===== config.mk =====
export PLATFORM = sky130hd
export DESIGN_NAME = prog_delay_line
export DESIGN_NICKNAME = d
export VERILOG_FILES = /design/src/rtl/delay_pkg.sv /design/src/rtl/dl_ring_ram.sv /design/src/rtl/prog_delay_line.sv
export SDC_FILE = /design/constraint.sdc
export NUM_CORES = 1
export LEC_CHECK = 0
export ABC_AREA = 0
export CAP_MARGIN = 20
export CELL_PAD_IN_SITES_DETAIL_PLACEMENT = 0
export CELL_PAD_IN_SITES_GLOBAL_PLACEMENT = 2
export CORE_MARGIN = 2
export CORE_UTILIZATION = 50
export CTS_CLUSTER_DIAMETER = 100
export CTS_CLUSTER_SIZE = 30
export DETAILED_ROUTE_END_ITERATION = 7
export HOLD_SLACK_MARGIN = 0.08
export PLACE_DENSITY = 0.78
export SLEW_MARGIN = 0
export SYNTH_ARGS = -nofsm -noshare
export SYNTH_HDL_FRONTEND = slang
export SYNTH_SLANG_ARGS = --single-unit

===== constraint.sdc =====
create_clock -name clock -period 9.05 [get_ports clock]
set_input_delay 1.81 -clock clock [delete_from_list [all_inputs] [get_ports clock]]
set_output_delay 1.81 -clock clock [all_outputs]
set_load 0.01 [all_outputs]

===== src/rtl/delay_pkg.sv =====
// Shared constants and address helper for the programmable delay line.
package delay_pkg;

    localparam int unsigned DEFAULT_WIDTH       = 8;
    localparam int unsigned DEFAULT_MAX_DEPTH   = 90;
    localparam int unsigned DEFAULT_RESET_DELAY = 30;

    // Ring read address (wr - dly + 1) mod depth. Assumes wr < depth and
    // 1 <= dly <= depth, so one conditional subtract replaces a true modulo.
    function automatic int unsigned ring_rd_addr(input int unsigned wr,
                                                 input int unsigned dly,
                                                 input int unsigned depth);
        int unsigned t;
        t = wr + depth + 1 - dly;
        return (t >= depth) ? (t - depth) : t;
    endfunction

endpackage


===== src/rtl/dl_ring_ram.sv =====
// History storage: one synchronous write port, one asynchronous read port.
module dl_ring_ram
    import delay_pkg::*;
#(
    parameter int unsigned WIDTH = DEFAULT_WIDTH,
    parameter int unsigned DEPTH = DEFAULT_MAX_DEPTH,
    parameter int unsigned AW    = (DEPTH > 1) ? $clog2(DEPTH) : 1
) (
    input  logic             clock,
    input  logic             we,
    input  logic [AW-1:0]    waddr,
    input  logic [WIDTH-1:0] wdata,
    input  logic [AW-1:0]    raddr,
    output logic [WIDTH-1:0] rdata
);

    logic [WIDTH-1:0] mem [DEPTH];

    // Write the accepted sample; contents are never reset.
    always_ff @(posedge clock) begin
        if (we) begin
            mem[waddr] <= wdata;
        end
    end

    assign rdata = mem[raddr];

endmodule


===== src/rtl/prog_delay_line.sv =====
// Programmable delay line: D-stage shift advanced only by accepted samples,
// built on a circular buffer with a fill counter gating output validity.
module prog_delay_line
    import delay_pkg::*;
#(
    parameter int unsigned WIDTH       = DEFAULT_WIDTH,
    parameter int unsigned MAX_DEPTH   = DEFAULT_MAX_DEPTH,
    parameter int unsigned DLY_W       = $clog2(MAX_DEPTH + 1),
    parameter int unsigned RESET_DELAY = DEFAULT_RESET_DELAY
) (
    input  logic             clock,
    input  logic             reset,
    input  logic             in_valid,
    input  logic [WIDTH-1:0] data,
    input  logic [DLY_W-1:0] delay_sel,
    input  logic             delay_load,
    input  logic             flush,
    output logic [WIDTH-1:0] out,
    output logic             out_valid,
    output logic             cfg_err,
    output logic [DLY_W-1:0] cur_delay
);

    localparam int unsigned AW = (MAX_DEPTH > 1) ? $clog2(MAX_DEPTH) : 1;
    localparam int unsigned FW = $clog2(MAX_DEPTH + 1);

    logic [AW-1:0]    wr_ptr, wr_ptr_d, wr_addr, rd_addr;
    logic [FW-1:0]    fill, fill_d;
    logic [DLY_W-1:0] delay_d;
    logic [WIDTH-1:0] ram_rdata, out_d;
    logic             out_valid_d, cfg_err_d, load_ok, restart;

    dl_ring_ram #(
        .WIDTH (WIDTH),
        .DEPTH (MAX_DEPTH),
        .AW    (AW)
    ) u_ram (
        .clock (clock),
        .we    (in_valid),
        .waddr (wr_addr),
        .wdata (data),
        .raddr (rd_addr),
        .rdata (ram_rdata)
    );

    // Next-state: load/flush restart the history, then an accepted sample shifts in.
    always_comb begin
        load_ok     = delay_load && (delay_sel != '0) && (32'(delay_sel) <= MAX_DEPTH);
        restart     = flush || load_ok;
        cfg_err_d   = delay_load && !load_ok;
        delay_d     = load_ok ? delay_sel : cur_delay;
        // A flushed history starts writing at slot 0.
        wr_addr     = flush ? '0 : wr_ptr;
        rd_addr     = AW'(ring_rd_addr(32'(wr_ptr), 32'(cur_delay), MAX_DEPTH));
        wr_ptr_d    = wr_ptr;
        fill_d      = fill;
        out_d       = out;
        out_valid_d = out_valid;

        if (restart) begin
            fill_d      = '0;
            out_d       = '0;
            out_valid_d = 1'b0;
            if (flush) begin
                wr_ptr_d = '0;
            end
        end

        if (in_valid) begin
            wr_ptr_d = (32'(wr_addr) == MAX_DEPTH - 1) ? '0 : wr_addr + AW'(1);
            if (restart) begin
                fill_d = FW'(1);
            end else if (32'(fill) < MAX_DEPTH) begin
                fill_d = fill + FW'(1);
            end
            if (32'(fill_d) >= 32'(delay_d)) begin
                out_valid_d = 1'b1;
                // D=1 needs the sample being written this edge, not the RAM slot.
                out_d       = (delay_d == DLY_W'(1)) ? data : ram_rdata;
            end else begin
                out_valid_d = 1'b0;
                out_d       = '0;
            end
        end
    end

    // State and registered outputs.
    always_ff @(posedge clock or posedge reset) begin
        if (reset) begin
            wr_ptr    <= '0;
            fill      <= '0;
            out       <= '0;
            out_valid <= 1'b0;
            cfg_err   <= 1'b0;
            cur_delay <= DLY_W'(RESET_DELAY);
        end else begin
            wr_ptr    <= wr_ptr_d;
            fill      <= fill_d;
            out       <= out_d;
            out_valid <= out_valid_d;
            cfg_err   <= cfg_err_d;
            cur_delay <= delay_d;
        end
    end

endmodule


==> impl_metrics.py, run 1 <==
metrics = {
    "run_status": {
        "status": "finished with violations",
        "violations": "design-rule violations",
    },
    "setup_path": {
        "crit_type": "flip-flop to flip-flop",
        "crit_path_max_fanout": 134,
        "crit_required_ns": 9.56,
        "crit_path_start_kind": "flip-flop",
        "arrival_ns": 6.12,
        "crit_path_end_kind": "flip-flop",
    },
    "final_layout": {
        "stdcell_count": 2325,
        "drive_above_1_share_pct": 16.63,
        "fin_nets": 1590,
        "final_area_um2": 31980,
        "syn_to_final_growth_pct": 6.798,
    },
    "clock_network": {
        "clk_path_buf_depth": 3,
        "cts_tree": "done",
        "cts-root-buf": "clkbuf_16",
        "cts_setup_buffers": 0,
        "cts_buffers": 30,
        "htreeDepth": 1,
        "clock-sinks": 751,
        "cts_resized": 0,
        "cts_hold_buf": 0,
        "insertion_delay_ns": 0.64,
        "path_clk_slew_ns": 0.10,
    },
    "power": {
        "p_comb_share_pct": 32.5,
        "peakVddDrop_mv": 0.4043,
        "p_seq_share_pct": 47.1,
        "power.density_nw_per_um2": 254.2,
        "p_sw_share_pct": 32.29,
        "pwr-share-clk_pct": 20.3,
        "p_switching_w": 0.002625,
        "internal-power_w": 0.005504,
        "power_leakage_nw": 9.910,
    },
    "logic_synthesis": {
        "synth_edf_count": 720,
        "syn-cell-area_um2": 29950,
        "synth_fa_ha_area_share_pct": 1.070,
        "synth_cells": 1533,
        "synth_seq_cells": 751,
        "avgSynthCellArea_um2": 19.54,
        "synth_area_leaders": "edfxtp_1, mux4_2, dfrtp_1",
        "synth_warnings": 0,
        "synthTopCellsByCount": "edfxtp_1, mux4_2, nor2_1",
        "post-synth-top-area-cell": "edfxtp_1",
        "async_flop_share_pct": 4.128,
        "yosys.area_share.xor_xnor_pct": 0.5515,
        "synth_ff_type": "edfxtp_1",
        "synthMuxAreaShare_pct": 13.93,
        "synth-simple-area-share_pct": 3.522,
        "yosysTopAreaCellShare_pct": 72.20,
        "ys_types": 53,
        "syn-num-nets": 1578,
        "synth_top_family_by_area": "multiplexers",
        "yosysSeqAreaShare_pct": 74.80,
        "yosysMostFrequentCell": "edfxtp_1",
        "synth_compound_area_share_pct": 4.658,
    },
    "timing": {
        "setup_viol": 0,
        "fin_tns_setup_ns": 0,
        "drv_slew": 0,
        "rsz0062_at_grt": "no",
        "fmax_mhz": 178.2,
        "fin_skew_ns": 0.01666,
        "hold_viol_final": 0,
        "period_minus_slack_ns": 5.613,
        "hold_ws_ns": 0.5424,
        "tightest_slew_ns": 1.079,
        "fin_crit_sh_pct": 62.02,
        "slew_headroom_pct": 28.05,
    },
    "placement": {
        "place.gp.congestion": 0.7946,
        "placed_area_um2": 31130,
        "numPortBuffers": 36,
        "dpl.cell_count": 2286,
        "place_hpwl_um": 39010,
    },
    "floorplanning": {
        "die_area_um2": 61870,
        "core_area_um2": 59130,
        "initial_utilization_pct": 50.65,
        "core.rowCount": 89,
        "die_h_um": 248.7,
        "die_w_um": 248.7,
        "ios": 37,
    },
    "route": {
        "vias_per_cell": 6.214,
        "dr.pass1.iters": 7,
        "wire_per_inst_um": 28.40,
        "drc": 2,
        "drt-total-wl_um": 66030,
        "antenna_left": 0,
        "drt_iter0_markers": 1401,
        "num_vias": 14447,
    },
    "job": {
        "maxCapViolCount": 0,
    },
    "global_routing": {
        "antenna_found_initial": 0,
        "grt_pass1_vias": 14686,
        "grt-ovfl-total": 0,
        "grt.total_usage_pct": 21.54,
        "grt_max_degree": 135,
        "grt_pass1_wl_um": 98760,
    },
    "min_path": {
        "hold_class": "flip-flop to flip-flop",
    },
}
-- routing by layer --
| metal | track usage (%) | vias up | share of wire (%) |
|---|---|---|---|
| met3 | 2.382 | 77 | 4.4 |
| met1 | 31.25 | 7717 | 44 |
| met2 | 35.37 | 377 | 49 |
| met5 | 0 | - | 0 |
| li1 | - | 6276 | - |
| met4 | 5.541 | 0 | 2.7 |
-- flip-flops by register name, summed over array words and instances (netlist names) --
signal	flops
cfg_err	1
cur_delay	7
fill	7
out	8
out_valid	1
u_ram.mem	720
wr_ptr	7
-- power by group through the flow --
stage	sequential (W)	combinational, W	clock (W)
2_1_floorplan	0.00391	0.00176	0
3_3_place_gp	0.00391	0.00265	0
3_5_place_dp	0.00391	0.00266	0
4_1_cts	0.00383	0.00266	0.00168
5_1_grt	0.00383	0.00280	0.00180
6_report	0.00383	0.00264	0.00165
-- per-stage QoR --
stage	setup WS [ns]	total power (W)	utilization [%]
floorplan	4.446	0.005670	-
global placement	3.513	0.006559	52.65
detailed placement	3.528	0.006567	52.65
CTS	3.513	0.008180	54.08
global route	3.173	0.008441	54.08
finish	3.437	0.008129	54.09
-- critical path, cell delays in order, from the launching register on --
cell      delay, ns
dfrtp_1        0.63
inv_1          0.17
ha_1           0.35
inv_1          0.05
ha_1           0.28
a211oi_2       0.36
o21bai_2       0.12
a21oi_2        0.26
mux2_4         0.34
o21bai_4       0.27
xnor2_4        0.17
buf_12         0.58
mux4_2         0.42
a22o_1         0.25
a221oi_1       0.48
o22ai_1        0.30
nor3_1         0.25
o21ai_1        0.09
-- cell type report --
cell class	count	area, um2
fill	4564	27150
sequential	751	22400
inverter	29	108.9
timing repair buffer	52	485.5
antenna	1	2.502
clock buffer	31	775.7
multi-input combinational	681	7168
clock inverter	7	73.82
tap	773	967.2
-- kinds of logic after synthesis --
kind of cell               count (synthesis)
xor gates and xnor gates                  18
DFF                                      751
muxes                                    205
buffers and inverters                    101
adders and majority gates                 25
and+or+nand+nor                          247
AOI/OAI and AO/OA                        186
-- worst paths after layout --
kind | startpoint | end | slack, ns | cells past startpoint
min in group asynchronous | reset | fill[6] | 1.57 | 3
setup / recovery | wr_ptr[2] | out[5] | 3.44 | 17
setup reg to reg | wr_ptr[2] | out[5] | 3.44 | 17
hold / removal | out_valid | out_valid | 0.54 | 1
hold reg to reg | out_valid | out_valid | 0.54 | 1
max in group asynchronous | reset | cur_delay[1] | 7.13 | 3
-- layout by cell type, fill, tap and decap left out, types with 6 or more instances in the layout --
cell type        count
ha_1                23
mux2_2              11
xor2_1               8
xnor2_1              9
o21ai_0             30
a221oi_1            38
clkbuf_16           31
nand4_1              7
o221ai_1             8
inv_1               29
a221o_1              8
nand2b_1             8
nand3_1             10
clkdlybuf4s50_1     28
nor2b_1              6
edfxtp_1           720
buf_4               22
nand2_1             55
dfrtp_1             27
a22o_1              39
mux2i_1             25
o21ai_1             12
mux4_2             168
o22ai_1             15
nor2_1             127
a21oi_1             13
nor3_1              18
Note: power is estimated with default switching activity, not from simulation.
==> inputs of run 2 (changes only) <==
--- a/config.mk
+++ b/config.mk
@@ -10,12 +10,12 @@
 export CELL_PAD_IN_SITES_DETAIL_PLACEMENT = 0
 export CELL_PAD_IN_SITES_GLOBAL_PLACEMENT = 2
 export CORE_MARGIN = 2
-export CORE_UTILIZATION = 50
+export CORE_UTILIZATION = 45
 export CTS_CLUSTER_DIAMETER = 100
 export CTS_CLUSTER_SIZE = 30
 export DETAILED_ROUTE_END_ITERATION = 7
 export HOLD_SLACK_MARGIN = 0.08
-export PLACE_DENSITY = 0.78
+export PLACE_DENSITY = 0.74
 export SLEW_MARGIN = 0
 export SYNTH_ARGS = -nofsm -noshare
 export SYNTH_HDL_FRONTEND = slang
==> constraint.sdc (replaced) <==
create_clock -name clock -period 4.74 [get_ports clock]
set_input_delay 0.948 -clock clock [delete_from_list [all_inputs] [get_ports clock]]
set_output_delay 0.948 -clock clock [all_outputs]
set_load 0.01 [all_outputs]
==> run 2 against run 1 <==
The flow now finishes without violations. Fmax is 23% higher. Sequential share of layout area down 3.2 points. Clock power up 98%. Critical endpoint is now out[0]. Non-clock buffer count up 107. Setup slack worse by 3.3 ns. Total power rose by 110%. Utilization down 3.2 points. Hold slack worse by 0.042 ns. Global-route usage down 0.86 points. Clock-buffer cell count is 10 higher. Die area up 11%. Wire length is 7.1% higher. Largest power group unchanged.
==> impl_metrics.py, run 2 (synthesized netlist as in run 1, its figures left out) <==
metrics = {
    "run_status": {
        "status": "complete, no violations",
    },
    "timing": {
        "tightest_slew_ns": 1.122,
        "fin_crit_sh_pct": 96.16,
        "drv_slew": 0,
        "slew_headroom_pct": 25.22,
        "fin_skew_ns": 0.02627,
        "fmax_mhz": 219.4,
        "setup_viol": 0,
        "hold_viol_final": 0,
        "period_minus_slack_ns": 4.558,
    },
    "power": {
        "p_sw_share_pct": 32.50,
        "p_switching_w": 0.005575,
        "p_comb_share_pct": 38.3,
        "power_leakage_nw": 10.65,
        "p_total_w": 0.01716,
        "power.density_nw_per_um2": 511.6,
        "internal-power_w": 0.01158,
        "p_seq_share_pct": 42.6,
        "pwr-share-clk_pct": 19.0,
        "peakVddDrop_mv": 0.3700,
    },
    "final_layout": {
        "largest_registers": "u_ram.mem x720, out x8",
        "fill_cells": 5306,
        "syn_to_final_growth_pct": 11.96,
        "final_cell_mix": "edfxtp_1, mux4_2, nor2_1, buf_4, nand2_1",
        "drive_above_1_share_pct": 24.10,
        "largest_register_ff_count": 720,
        "diodes": 0,
        "multiInputGateArea_um2": 7438,
        "fin_nets": 1699,
        "stdcell_count": 2532,
        "regArea_um2": 22400,
        "final_common_cell": "edfxtp_1",
        "top_register": "u_ram.mem",
    },
    "clock_network": {
        "path_clk_slew_ns": 0.11,
        "cts-root-buf": "clkbuf_16",
        "clock-sinks": 751,
        "htreeDepth": 1,
        "insertion_delay_ns": 0.64,
        "cts_hold_buf": 0,
        "cts_tree": "done",
        "clk_path_buf_depth": 3,
        "cts_buffers": 30,
    },
    "global_routing": {
        "grt_max_degree": 92,
        "grt_pass1_vias": 14978,
        "grt-ovfl-total": 0,
        "grt_pass1_wl_um": 102900,
        "grt.total_usage_pct": 20.69,
        "antenna_found_initial": 0,
    },
    "route": {
        "dr.pass1.iters": 5,
        "drc": 0,
        "num_vias": 14968,
        "vias_per_cell": 5.912,
        "drt-total-wl_um": 70750,
        "wire_per_inst_um": 27.94,
        "drt_iter0_markers": 1609,
        "antenna_left": 0,
    },
    "placement": {
        "dpl.cell_count": 2456,
        "numPortBuffers": 36,
        "place.gp.congestion": 0.8464,
        "place_hpwl_um": 43010,
    },
    "setup_path": {
        "crit_type": "flip-flop to flip-flop",
        "r2r_end": "out[0]",
        "crit_path_start_kind": "flip-flop",
        "crit_path_max_fanout": 15,
        "worstSetupEndpoint": "out[0]",
        "reg2reg_from": "cur_delay[1]",
        "crit_path_end_kind": "flip-flop",
        "crit_start": "cur_delay[1]",
        "r2r_slack_ns": 0.18,
        "r2r_cells": 20,
        "crit_required_ns": 5.26,
        "arrival_ns": 5.08,
    },
    "min_path": {
        "whs_path_depth": 1,
        "hold_class": "flip-flop to flip-flop",
    },
    "floorplanning": {
        "core.rowCount": 94,
        "die_h_um": 262.0,
        "die_area_um2": 68630,
        "ios": 37,
        "core_area_um2": 65860,
        "die_w_um": 262.0,
        "initial_utilization_pct": 45.47,
    },
    "job": {
        "maxCapViolCount": 0,
    },
}
run 2: power by group through the flow:
stage | combinational [W] | sequential, W | clock (W)
2_1_floorplan | 0.00336 | 0.00746 | 0
3_3_place_gp | 0.00559 | 0.00746 | 0
3_5_place_dp | 0.00561 | 0.00746 | 0
4_1_cts | 0.00576 | 0.00731 | 0.00334
5_1_grt | 0.00690 | 0.00732 | 0.00355
6_report | 0.00658 | 0.00731 | 0.00327
run 2: worst min path at each step:
stage,slack (ns),end,from
3_3_place_gp,0.49,out_valid,out_valid
5_1_grt,0.52,out_valid,out_valid
3_5_place_dp,0.49,out_valid,out_valid
2_1_floorplan,0.52,fill[6],fill[6]
6_report,0.50,out_valid,out_valid
4_1_cts,0.51,out_valid,out_valid
run 2: area by class of cell:
cell class                      instances  area share [%]
Clock buffer                           41           2.455
Sequential cell                       751           66.81
Timing Repair Buffer                  159           4.713
Clock inverter                          5          0.2873
Inverter                               29          0.3246
Tap cell                              864           3.224
Multi-Input combinational cell        683           22.18
run 2: per-stage QoR:
| step | hold WS (ns) | util, % | worst slack (ns) | area, um2 | TNS (ns) |
|---|---|---|---|---|---|
| after floorplan | 0.5166 | - | 0.4903 | 29950 | 0 |
| after detailed placement | 0.4935 | 48.57 | -0.03213 | 31990 | -0.03873 |
| after CTS | 0.5150 | 50.07 | 0.02678 | 32980 | 0 |
| after global routing | 0.5173 | 50.91 | -0.05795 | 33530 | -0.1900 |
| after global placement | 0.4856 | 48.57 | 0.000006217 | 31990 | 0 |
| final | 0.5000 | 50.91 | 0.1819 | 33530 | 0 |
run 2: worst max-delay path: stages, from the launching register on:
cell	delay (ns)
dfstp_2	0.54
inv_1	0.04
ha_1	0.27
ha_1	0.15
inv_1	0.06
fa_1	0.45
xor2_1	0.18
a21oi_2	0.13
o21ai_1	0.10
o221a_2	0.26
o21bai_4	0.27
xnor2_4	0.16
buf_12	0.17
buf_4	0.17
buf_16	0.17
mux4_2	0.31
a22o_1	0.25
a221oi_2	0.20
o221ai_1	0.18
nor4_1	0.31
o21ai_1	0.09
run 2: layer usage:
| layer | routed length, um | up-vias | GRT usage, % |
|---|---|---|---|
| met5 | 0 | - | 0 |
| met4 | 1475 | 0 | 4.614 |
| met3 | 4121 | 62 | 2.710 |
| met2 | 35150 | 465 | 34.21 |
| met1 | 30000 | 7937 | 29.67 |
| li1 | - | 6504 | - |
run 2: what timing repair did:
item	4_1_cts	5_1_grt
endpoints found under the setup margin	2	8
cloned	1	4
setup buffers	2	23
pin swaps	2	9
gates resized for setup	1	49
